==> src/rtl/frame_stream_display_pkg.sv <==
// Shared definitions for the framebuffer-to-LCD stream path.
//   state_e            : sequencer states of frame_stream_display
//   LCD_CMD_RAMWR      : panel memory-write command sent ahead of every frame
//   pixels_per_beat    : 16-bit pixels carried by one stream beat
//   beats_per_frame    : expected beat count for a full frame
//   rgba4444_to_rgb565 : pixel format conversion (alpha dropped)
package frame_stream_display_pkg;

  typedef enum logic [2:0] {
    ST_IDLE,
    ST_CMD,
    ST_LOAD,
    ST_PIX,
    ST_END
  } state_e;

  localparam logic [7:0] LCD_CMD_RAMWR = 8'h2C;

  function automatic int unsigned pixels_per_beat(input int unsigned stream_width);
    return stream_width / 16;
  endfunction

  function automatic int unsigned beats_per_frame(input int unsigned frame_size,
                                                  input int unsigned stream_width);
    return frame_size / pixels_per_beat(stream_width);
  endfunction

  // Widen each channel by replicating its top bits so full scale maps to full scale.
  function automatic logic [15:0] rgba4444_to_rgb565(input logic [15:0] px);
    logic [3:0] r;
    logic [3:0] g;
    logic [3:0] b;
    r = px[15:12];
    g = px[11:8];
    b = px[7:4];
    return {r, r[3], g, g[3:2], b, b[3]};
  endfunction

endpackage

==> src/rtl/frame_stream_display_lcd_byte_writer.sv <==
// One 8080-style bus write per start pulse.
//   clk_i, rst_ni : clock, asynchronous active-low reset
//   start_i       : launch a byte cycle (accepted at any time, also on done_o)
//   byte_i, dc_i  : byte and data/command flag for the launched cycle
//   lcd_data_o    : bus data, held until the next start
//   lcd_dc_o      : 0 = command, 1 = data
//   lcd_wrn_o     : low for WR_CYCLES clocks, then high for WR_CYCLES clocks
//   busy_o        : a byte cycle is in progress
//   done_o        : last clock of the byte cycle; a start here chains seamlessly
module lcd_byte_writer
  import frame_stream_display_pkg::*;
#(
  parameter int unsigned WR_CYCLES = 1
) (
  input  logic       clk_i,
  input  logic       rst_ni,
  input  logic       start_i,
  input  logic [7:0] byte_i,
  input  logic       dc_i,
  output logic [7:0] lcd_data_o,
  output logic       lcd_dc_o,
  output logic       lcd_wrn_o,
  output logic       busy_o,
  output logic       done_o
);

  localparam int unsigned CW = $clog2(2 * WR_CYCLES);

  logic [7:0]    data_q, data_d;
  logic          dc_q, dc_d;
  logic          wrn_q, wrn_d;
  logic          busy_q, busy_d;
  logic [CW-1:0] cnt_q, cnt_d;

  assign done_o     = busy_q && (cnt_q == CW'(2 * WR_CYCLES - 1));
  assign busy_o     = busy_q;
  assign lcd_data_o = data_q;
  assign lcd_dc_o   = dc_q;
  assign lcd_wrn_o  = wrn_q;

  always_comb begin
    data_d = data_q;
    dc_d   = dc_q;
    wrn_d  = wrn_q;
    busy_d = busy_q;
    cnt_d  = cnt_q;
    if (start_i) begin
      data_d = byte_i;
      dc_d   = dc_i;
      wrn_d  = 1'b0;
      busy_d = 1'b1;
      cnt_d  = '0;
    end else if (busy_q) begin
      if (done_o) begin
        busy_d = 1'b0;
      end else begin
        cnt_d = cnt_q + CW'(1);
        if (cnt_q == CW'(WR_CYCLES - 1)) begin
          wrn_d = 1'b1;
        end
      end
    end
  end

  always_ff @(posedge clk_i or negedge rst_ni) begin
    if (!rst_ni) begin
      data_q <= '0;
      dc_q   <= 1'b1;
      wrn_q  <= 1'b1;
      busy_q <= 1'b0;
      cnt_q  <= '0;
    end else begin
      data_q <= data_d;
      dc_q   <= dc_d;
      wrn_q  <= wrn_d;
      busy_q <= busy_d;
      cnt_q  <= cnt_d;
    end
  end

endmodule

==> src/rtl/frame_stream_display.sv <==
// AXI Stream (RGBA4444) to 8-bit 8080 LCD write bus bridge.
//   clk, resetn      : clock, asynchronous active-low reset
//   s_axis_*         : framebuffer commit stream, pixel 0 in tdata[15:0]
//   lcd_data, lcd_dc : bus byte and data/command flag
//   lcd_wrn, lcd_csn : write strobe and chip select, both active low
//   frame_done       : one-cycle pulse at the end of every frame
//   frame_error      : with frame_done when tlast did not line up with FRAME_SIZE
module frame_stream_display
  import frame_stream_display_pkg::*;
#(
  parameter int unsigned FRAME_SIZE   = 128 * 128,
  parameter int unsigned STREAM_WIDTH = 16,
  parameter int unsigned WR_CYCLES    = 1
) (
  input  logic                    clk,
  input  logic                    resetn,
  input  logic                    s_axis_tvalid,
  output logic                    s_axis_tready,
  input  logic                    s_axis_tlast,
  input  logic [STREAM_WIDTH-1:0] s_axis_tdata,
  output logic [7:0]              lcd_data,
  output logic                    lcd_dc,
  output logic                    lcd_wrn,
  output logic                    lcd_csn,
  output logic                    frame_done,
  output logic                    frame_error
);

  localparam int unsigned PPB    = pixels_per_beat(STREAM_WIDTH);
  localparam int unsigned BEATS  = beats_per_frame(FRAME_SIZE, STREAM_WIDTH);
  localparam int unsigned BCW    = $clog2(BEATS + 1);
  localparam int unsigned NBYTES = 2 * PPB;
  localparam int unsigned IW     = $clog2(NBYTES + 1);

  state_e                  state_q, state_d;
  logic [BCW-1:0]          beat_cnt_q, beat_cnt_d;
  logic [STREAM_WIDTH-1:0] data_q, data_d;
  logic                    last_q, last_d;
  logic [IW-1:0]           idx_q, idx_d;

  logic                    wr_start, wr_dc, wr_busy, wr_done;
  logic [7:0]              wr_byte;

  logic [STREAM_WIDTH-1:0] src_data;
  logic [IW-1:0]           src_idx;
  logic [15:0]             src_pix;
  logic [15:0]             src_565;
  logic [7:0]              src_byte;
  logic                    cnt_full;

  // The first pixel byte is launched on the accepting LOAD cycle straight from
  // the bus, so a beat costs one LOAD clock plus its byte cycles and no more.
  always_comb begin
    src_data = (state_q == ST_LOAD) ? s_axis_tdata : data_q;
    src_idx  = (state_q == ST_LOAD) ? '0 : idx_q;
    src_pix  = '0;
    for (int unsigned p = 0; p < PPB; p++) begin
      if (IW'(p) == (src_idx >> 1)) begin
        src_pix = src_data[16*p +: 16];
      end
    end
    src_565  = rgba4444_to_rgb565(src_pix);
    src_byte = src_idx[0] ? src_565[7:0] : src_565[15:8];
  end

  assign cnt_full = (beat_cnt_q == BCW'(BEATS));

  always_comb begin
    state_d    = state_q;
    beat_cnt_d = beat_cnt_q;
    data_d     = data_q;
    last_d     = last_q;
    idx_d      = idx_q;
    wr_start   = 1'b0;
    wr_byte    = src_byte;
    wr_dc      = 1'b1;
    unique case (state_q)
      ST_IDLE: begin
        if (s_axis_tvalid) begin
          state_d = ST_CMD;
        end
      end
      ST_CMD: begin
        wr_dc    = 1'b0;
        wr_byte  = LCD_CMD_RAMWR;
        wr_start = !wr_busy;
        if (wr_done) begin
          state_d = ST_LOAD;
        end
      end
      ST_LOAD: begin
        if (s_axis_tvalid) begin
          data_d     = s_axis_tdata;
          last_d     = s_axis_tlast;
          beat_cnt_d = beat_cnt_q + BCW'(1);
          idx_d      = IW'(1);
          wr_start   = 1'b1;
          state_d    = ST_PIX;
        end
      end
      ST_PIX: begin
        if (wr_done) begin
          if (idx_q == IW'(NBYTES)) begin
            state_d = (last_q || cnt_full) ? ST_END : ST_LOAD;
          end else begin
            wr_start = 1'b1;
            idx_d    = idx_q + IW'(1);
          end
        end
      end
      ST_END: begin
        beat_cnt_d = '0;
        state_d    = ST_IDLE;
      end
      default: state_d = ST_IDLE;
    endcase
  end

  always_ff @(posedge clk or negedge resetn) begin
    if (!resetn) begin
      state_q    <= ST_IDLE;
      beat_cnt_q <= '0;
      data_q     <= '0;
      last_q     <= 1'b0;
      idx_q      <= '0;
    end else begin
      state_q    <= state_d;
      beat_cnt_q <= beat_cnt_d;
      data_q     <= data_d;
      last_q     <= last_d;
      idx_q      <= idx_d;
    end
  end

  lcd_byte_writer #(
    .WR_CYCLES(WR_CYCLES)
  ) u_writer (
    .clk_i     (clk),
    .rst_ni    (resetn),
    .start_i   (wr_start),
    .byte_i    (wr_byte),
    .dc_i      (wr_dc),
    .lcd_data_o(lcd_data),
    .lcd_dc_o  (lcd_dc),
    .lcd_wrn_o (lcd_wrn),
    .busy_o    (wr_busy),
    .done_o    (wr_done)
  );

  assign s_axis_tready = (state_q == ST_LOAD);
  assign lcd_csn       = !(state_q inside {ST_CMD, ST_LOAD, ST_PIX});
  assign frame_done    = (state_q == ST_END);
  // Error when exactly one of "tlast seen" and "expected count reached" holds.
  assign frame_error   = (state_q == ST_END) && (last_q ^ cnt_full);

endmodule

==> config.mk <==
export PLATFORM = sky130hd
export DESIGN_NAME = frame_stream_display
export DESIGN_NICKNAME = d
export VERILOG_FILES = /design/src/rtl/frame_stream_display_pkg.sv /design/src/rtl/frame_stream_display_lcd_byte_writer.sv /design/src/rtl/frame_stream_display.sv
export SDC_FILE = /design/constraint.sdc
export NUM_CORES = 1
export LEC_CHECK = 0
export ABC_AREA = 1
export CAP_MARGIN = 40
export CORE_MARGIN = 5
export CORE_UTILIZATION = 55
export DETAILED_ROUTE_END_ITERATION = 6
export HOLD_SLACK_MARGIN = 0.1
export PLACE_DENSITY = 0.87
export SLEW_MARGIN = 20
export SYNTH_ARGS = -nofsm -noshare
export SYNTH_HDL_FRONTEND = slang
export SYNTH_SLANG_ARGS = --single-unit
export TNS_END_PERCENT = 100
==> constraint.sdc <==
create_clock -name clk -period 2.04 [get_ports clk]
set_clock_uncertainty 0.15 [all_clocks]
set_input_delay 0.306 -clock clk [delete_from_list [all_inputs] [get_ports clk]]
set_output_delay 0.306 -clock clk [all_outputs]
set_load 0.01 [all_outputs]
==> After elaboration in Yosys (flattened, before gate mapping) <==
Cells that the tools add are included.
{ "totals": {"elab_cells": 78, "output_inout_bits": 14, "register_bits": 49, "inputBits": 20} }
{ "op_classes": {"n_addsub": 3, "muxes": 33, "n_reduce_logical": 17, "bitwise_logic": 1, "eq_ne": 14} }
{ "op_table": {"columns": ["op", "count"], "rows": [
  ["2-to-1 mux 16 bit", 2],
  ["one-hot mux 15 bit (2 select lines)", 1],
  ["2-to-1 mux 3 bit", 6],
  ["2-to-1 mux 8 bit", 2],
  ["adder 15 x 1 -> 15 bit (second input constant)", 1],
  ["equality test 15 bit (second input constant)", 1],
  ["2-to-1 mux 15 bit", 1],
  ["2-to-1 mux 1 bit", 14],
  ["one-hot mux 3 bit (4 select lines)", 1],
  ["2-to-1 mux 2 bit", 4],
  ["inequality test 2 x 1 -> 1 bit (second input constant)", 4],
  ["inequality test 2 bit (second input constant)", 4],
  ["equality test 3 x 2 -> 1 bit (second input constant)", 2],
  ["AND reduction 2 bit", 3],
  ["nonzero test 2 bit", 3],
  ["AND reduction 5 bit", 1],
  ["one-hot mux 2 bit (2 select lines)", 1],
  ["AND reduction 4 bit", 1],
  ["equality test 3 x 1 -> 1 bit (second input constant)", 1],
  ["equality test 3 bit (second input constant)", 1],
  ["logical NOT 3 bit", 1],
  ["one-hot mux 1 bit (3 select lines)", 1],
  ["AND reduction 3 bit", 1],
  ["nonzero test 3 bit", 1],
  ["other kinds (8)", 10]
]} }

==> Longest topological paths before layout <==
{ "logic_depth": {"word_depth": 6, "mapped_depth": 10, "ltp_nobuf": 9} }

==> Cells and area by module <==
A second synthesis with hierarchy kept.
{ "unflattened": {"hier_cells": 337, "area_unflattened_um2": 2466.1} }
{ "by_module_without_submodules": {"columns": ["mod", "area_per_inst_um2", "cells_each", "n_inst", "seq_area_each_um2"], "rows": [
  ["frame_stream_display", 2014.4, 288, 1, 825.8],
  ["lcd_byte_writer", 451.7, 49, 1, 302.8]
]} }

==> Worst setup path after synthesis <==
Ideal clock, no wire load.
{ "synth_path": {"path_type": "register to output", "start": "register beat_cnt_q[0]", "end": "output frame_error", "path_stages_with_launch": 8, "required_ps": 1584, "path_buffers": 0, "arrival_time_ps": 1374, "slack_ps": 210, "path_cell_list": "dfrtp_1 > inv_1 > ha_1 > nor4b_1 > nand4_1 > ha_1 > inv_1 > nor2_1"} }
{ "synth_via": {"elab_chain_len": 3} }
{ "synth_rtl": {"columns": ["item", "line", "text"], "rows": [
  ["start, declared", "frame_stream_display.sv:36", "logic [BCW-1:0] beat_cnt_q, beat_cnt_d;"],
  ["start signal, assigned", "frame_stream_display.sv:128", "beat_cnt_q <= beat_cnt_d;"],
  ["equality test 15 bit", "frame_stream_display.sv:66", "assign cnt_full = (beat_cnt_q == BCW'(BEATS));"],
  ["XOR 1 bit", "frame_stream_display.sv:154", "assign frame_error = (state_q == ST_END) && (last_q ^ cnt_full);"],
  ["logical AND 1 bit", "frame_stream_display.sv:154", null],
  ["end, declared", "frame_stream_display.sv:26", "output logic frame_error"]
]} }
Every way passes these cells.

==> Worst setup path after layout <==
{ "layout_path": {"start": "register beat_cnt_q[1]", "end": "output frame_error"} }
Same word-level chain as after synthesis.

==> qor.yml <==
peakVddDrop_mv: 0.691
placed_area_um2: 2970
clk_latency_ns: 0.31
cts_buffer_depth: 2
final_cell_mix: "nand2_1, nor2_1, inv_1, dfrtp_1, nand3_1"
synth_area_per_cell_um2: 7.21
p_seq_share_pct: 34.6
path_cells: "inv_2 -> ha_4 -> nor4b_4 -> nand4_1 -> ha_1 -> inv_1 -> nor2_1 -> buf_2"
synth_nets: 369
layout_commonest_cell: "nand2_1"
ys.warnings.count: 0
yosysUniqueCellTypes: 25
grt_util_met3_pct: 3.98
utilization_pct: 71.6
drv_slew: 0
num_vias: 2376
initial_core_util_pct: 56.7
crit_type: "reg -> out"
ant_nets: 0
drt_first_pass_iters: 6
synth_seq_area_share_pct: 45.4
place_inst: 441
ys_seq_elements: 45
p_leak_nw: 1.65
rows: 24
outcome: "finished with violations"
grtUsageMet1_pct: 28.8
yosysTopAreaCell: "dfrtp_1"
cap_violations: 0
fin_crit_sh_pct: 110
synth_area_leaders: "dfrtp_1, nand2_1, nor2_1"
grt_max_degree: 26
grt-busiest-layer: "met2"
overflow: 0
cpLargestDelayFamily: "flip-flops"
slew_headroom_pct: 66.8
power-per-cell-area_nw_per_um2: 1300
grt_pass1_vias: 2382
drt_iter0_drc: 217
drc: 0
grtUsageTotal_pct: 21.2
wl_per_cell_um: 13.1
clockRootBuffer: "clkbuf_8"
hp-class: "reg -> reg"
setup_slack_ns: -0.206
clock_power_share_pct: 16.9
rsz0062_at_grt: "true"
cpMaxStageDelayCell: "dfrtp_1"
grt_use_met2_pct: 33.0
tightestPinTransition_ns: 0.498
area_growth_syn_to_layout_pct: 26.2
violations: "negative setup slack"
hpwl_mm: 4.31
design_area_um2: 3140
finalHoldViolCount: 0
routed_via_density: 5.26
cts_sinks: 45
finalSetupTns_ns: -0.206
h-tree-depth: 2
cts.clk_slew.worst_paths_ns: 0.09
layout.nets: 423
critPathRequiredTime_ns: 1.58
critPathLaunchType: "flop"
portBuffers: 29
dieHeight_um: 77.3
cp_max_fo: 2
cp.arrival_ns: 1.79
n_antenna_cell: 0
antenna_found_initial: 0
grt_pass1_wl_mm: 10.4
p_int_w: 0.00241
netSwitchingPower_w: 0.00169
cts_made_buffers: 5
synth_area_um2: 2490
cts_tree: "yes"
cp_num_buf_inv: 3
fmax_mhz: 445
swShare_pct: 41.2
end_kind: "output pin"
dieArea_um2: 5970
drive_gt1_share_pct: 14.5
final-setup-viol-count: 1
period_minus_slack_ns: 2.25
synthCells: 345
dieWidth_um: 77.3
gp_congestion: 0.864
synth_top_area_share_pct: 43.3
wl_mm: 5.92
comb_power_share_pct: 48.5
fillers: 334
final_cells: 452
max_stage_delay_ns: 0.41
io_pins: 34
core_area_um2: 4380
==> flip-flops by register name (all words and copies together) (netlist names) <==
signal / count
u_writer.lcd_dc_o: 1
u_writer.cnt_q: 1
data_q: 12
idx_q: 2
u_writer.busy_o: 1
last_q: 1
beat_cnt_q: 15
u_writer.lcd_wrn_o: 1
state_q: 3
u_writer.lcd_data_o: 8
==> through the flow <==
stage / setup slack (ns) / total power (W) / hold WS (ns)
floorplan: 0.210 / 0.00264 / -0.140
global placement: -0.333 / 0.00323 / 0.137
detailed placement: -0.382 / 0.00331 / 0.152
CTS: -0.210 / 0.00407 / 0.325
global route: -0.323 / 0.00444 / 0.357
finish: -0.206 / 0.00409 / 0.323
==> final cells by class <==
| cell class | count | area (um2) | share of cell area, % |
|---|---|---|---|
| tap | 52 | 65.1 | 2.07 |
| clock inverter | 3 | 46.3 | 1.47 |
| multi-input combinational | 246 | 1160 | 36.9 |
| sequential | 45 | 1130 | 36.1 |
| timing repair buffer | 57 | 502 | 16.0 |
| clock buffer | 5 | 68.8 | 2.19 |
| inverter | 44 | 165 | 5.26 |
==> path summary, 6_finish.rpt <==
kind / start / to / slack [ns] / cells after the start
worst max-delay path: beat_cnt_q[1] / frame_error / -0.21 / 8
worst min-delay path: u_writer.lcd_dc_o / u_writer.lcd_dc_o / 0.32 / 2
worst max register to register: state_q[0] / u_writer.lcd_data_o[3] / 0.22 / 8
worst min register to register: u_writer.lcd_dc_o / u_writer.lcd_dc_o / 0.32 / 2
max in group asynchronous: resetn / state_q[1] / 0.88 / 3
min in group asynchronous: resetn / last_q / 0.34 / 2
==> synth_stat cells, drive strengths merged <==
master  instances
dfstp           2
buf             9
nor4            2
nand2         115
nand4           7
o211ai          1
nand3          28
o21ai          19
nor2           47
nor4b           1
inv            44
a21oi          16
clkbuf          1
ha              4
o21bai          1
dfrtp          43
nor3            5
==> power groups by stage <==
stage          Combinational (W)  Sequential, W  Clock, W
2_1_floorplan            0.00123        0.00142         0
4_1_cts                  0.00195        0.00141  0.000705
3_5_place_dp             0.00189        0.00142         0
6_report                 0.00198        0.00141  0.000693
5_1_grt                  0.00224        0.00146  0.000746
3_3_place_gp             0.00182        0.00141         0
==> cells by family (layout without fill, tap and decap cells) <==
kind of cell	after synthesis	after routing	synth area share, %
fa+ha+maj	4	4	2.01
flops	45	45	45.4
compound gates	37	37	7.65
simple gates	205	205	35.5
buf+inv	54	109	9.46
==> timing repair <==
| action | CTS | global route |
|---|---|---|
| setup buffers | 2 | 0 |
| endpoints found under the setup margin | 4 | 1 |
| hold buffers | 1 | 0 |
| gates resized for setup | 16 | 4 |
| pin swaps | 2 | 3 |
| endpoints found under the hold margin | 18 | 0 |
==> metal layers <==
metal	up-vias	part of all wire (%)
li1	1189	-
met1	1094	46
met2	78	47
met3	15	4.9
met4	0	2.1
met5	-	0
==> tightest hold or removal path, delay by kind of cell, from the launching register on <==
family           cells  cell delay [ns]
flip-flops           1             0.38
AND/OR/NAND/NOR      2             0.10
Power figures use the tool's default switching activity.
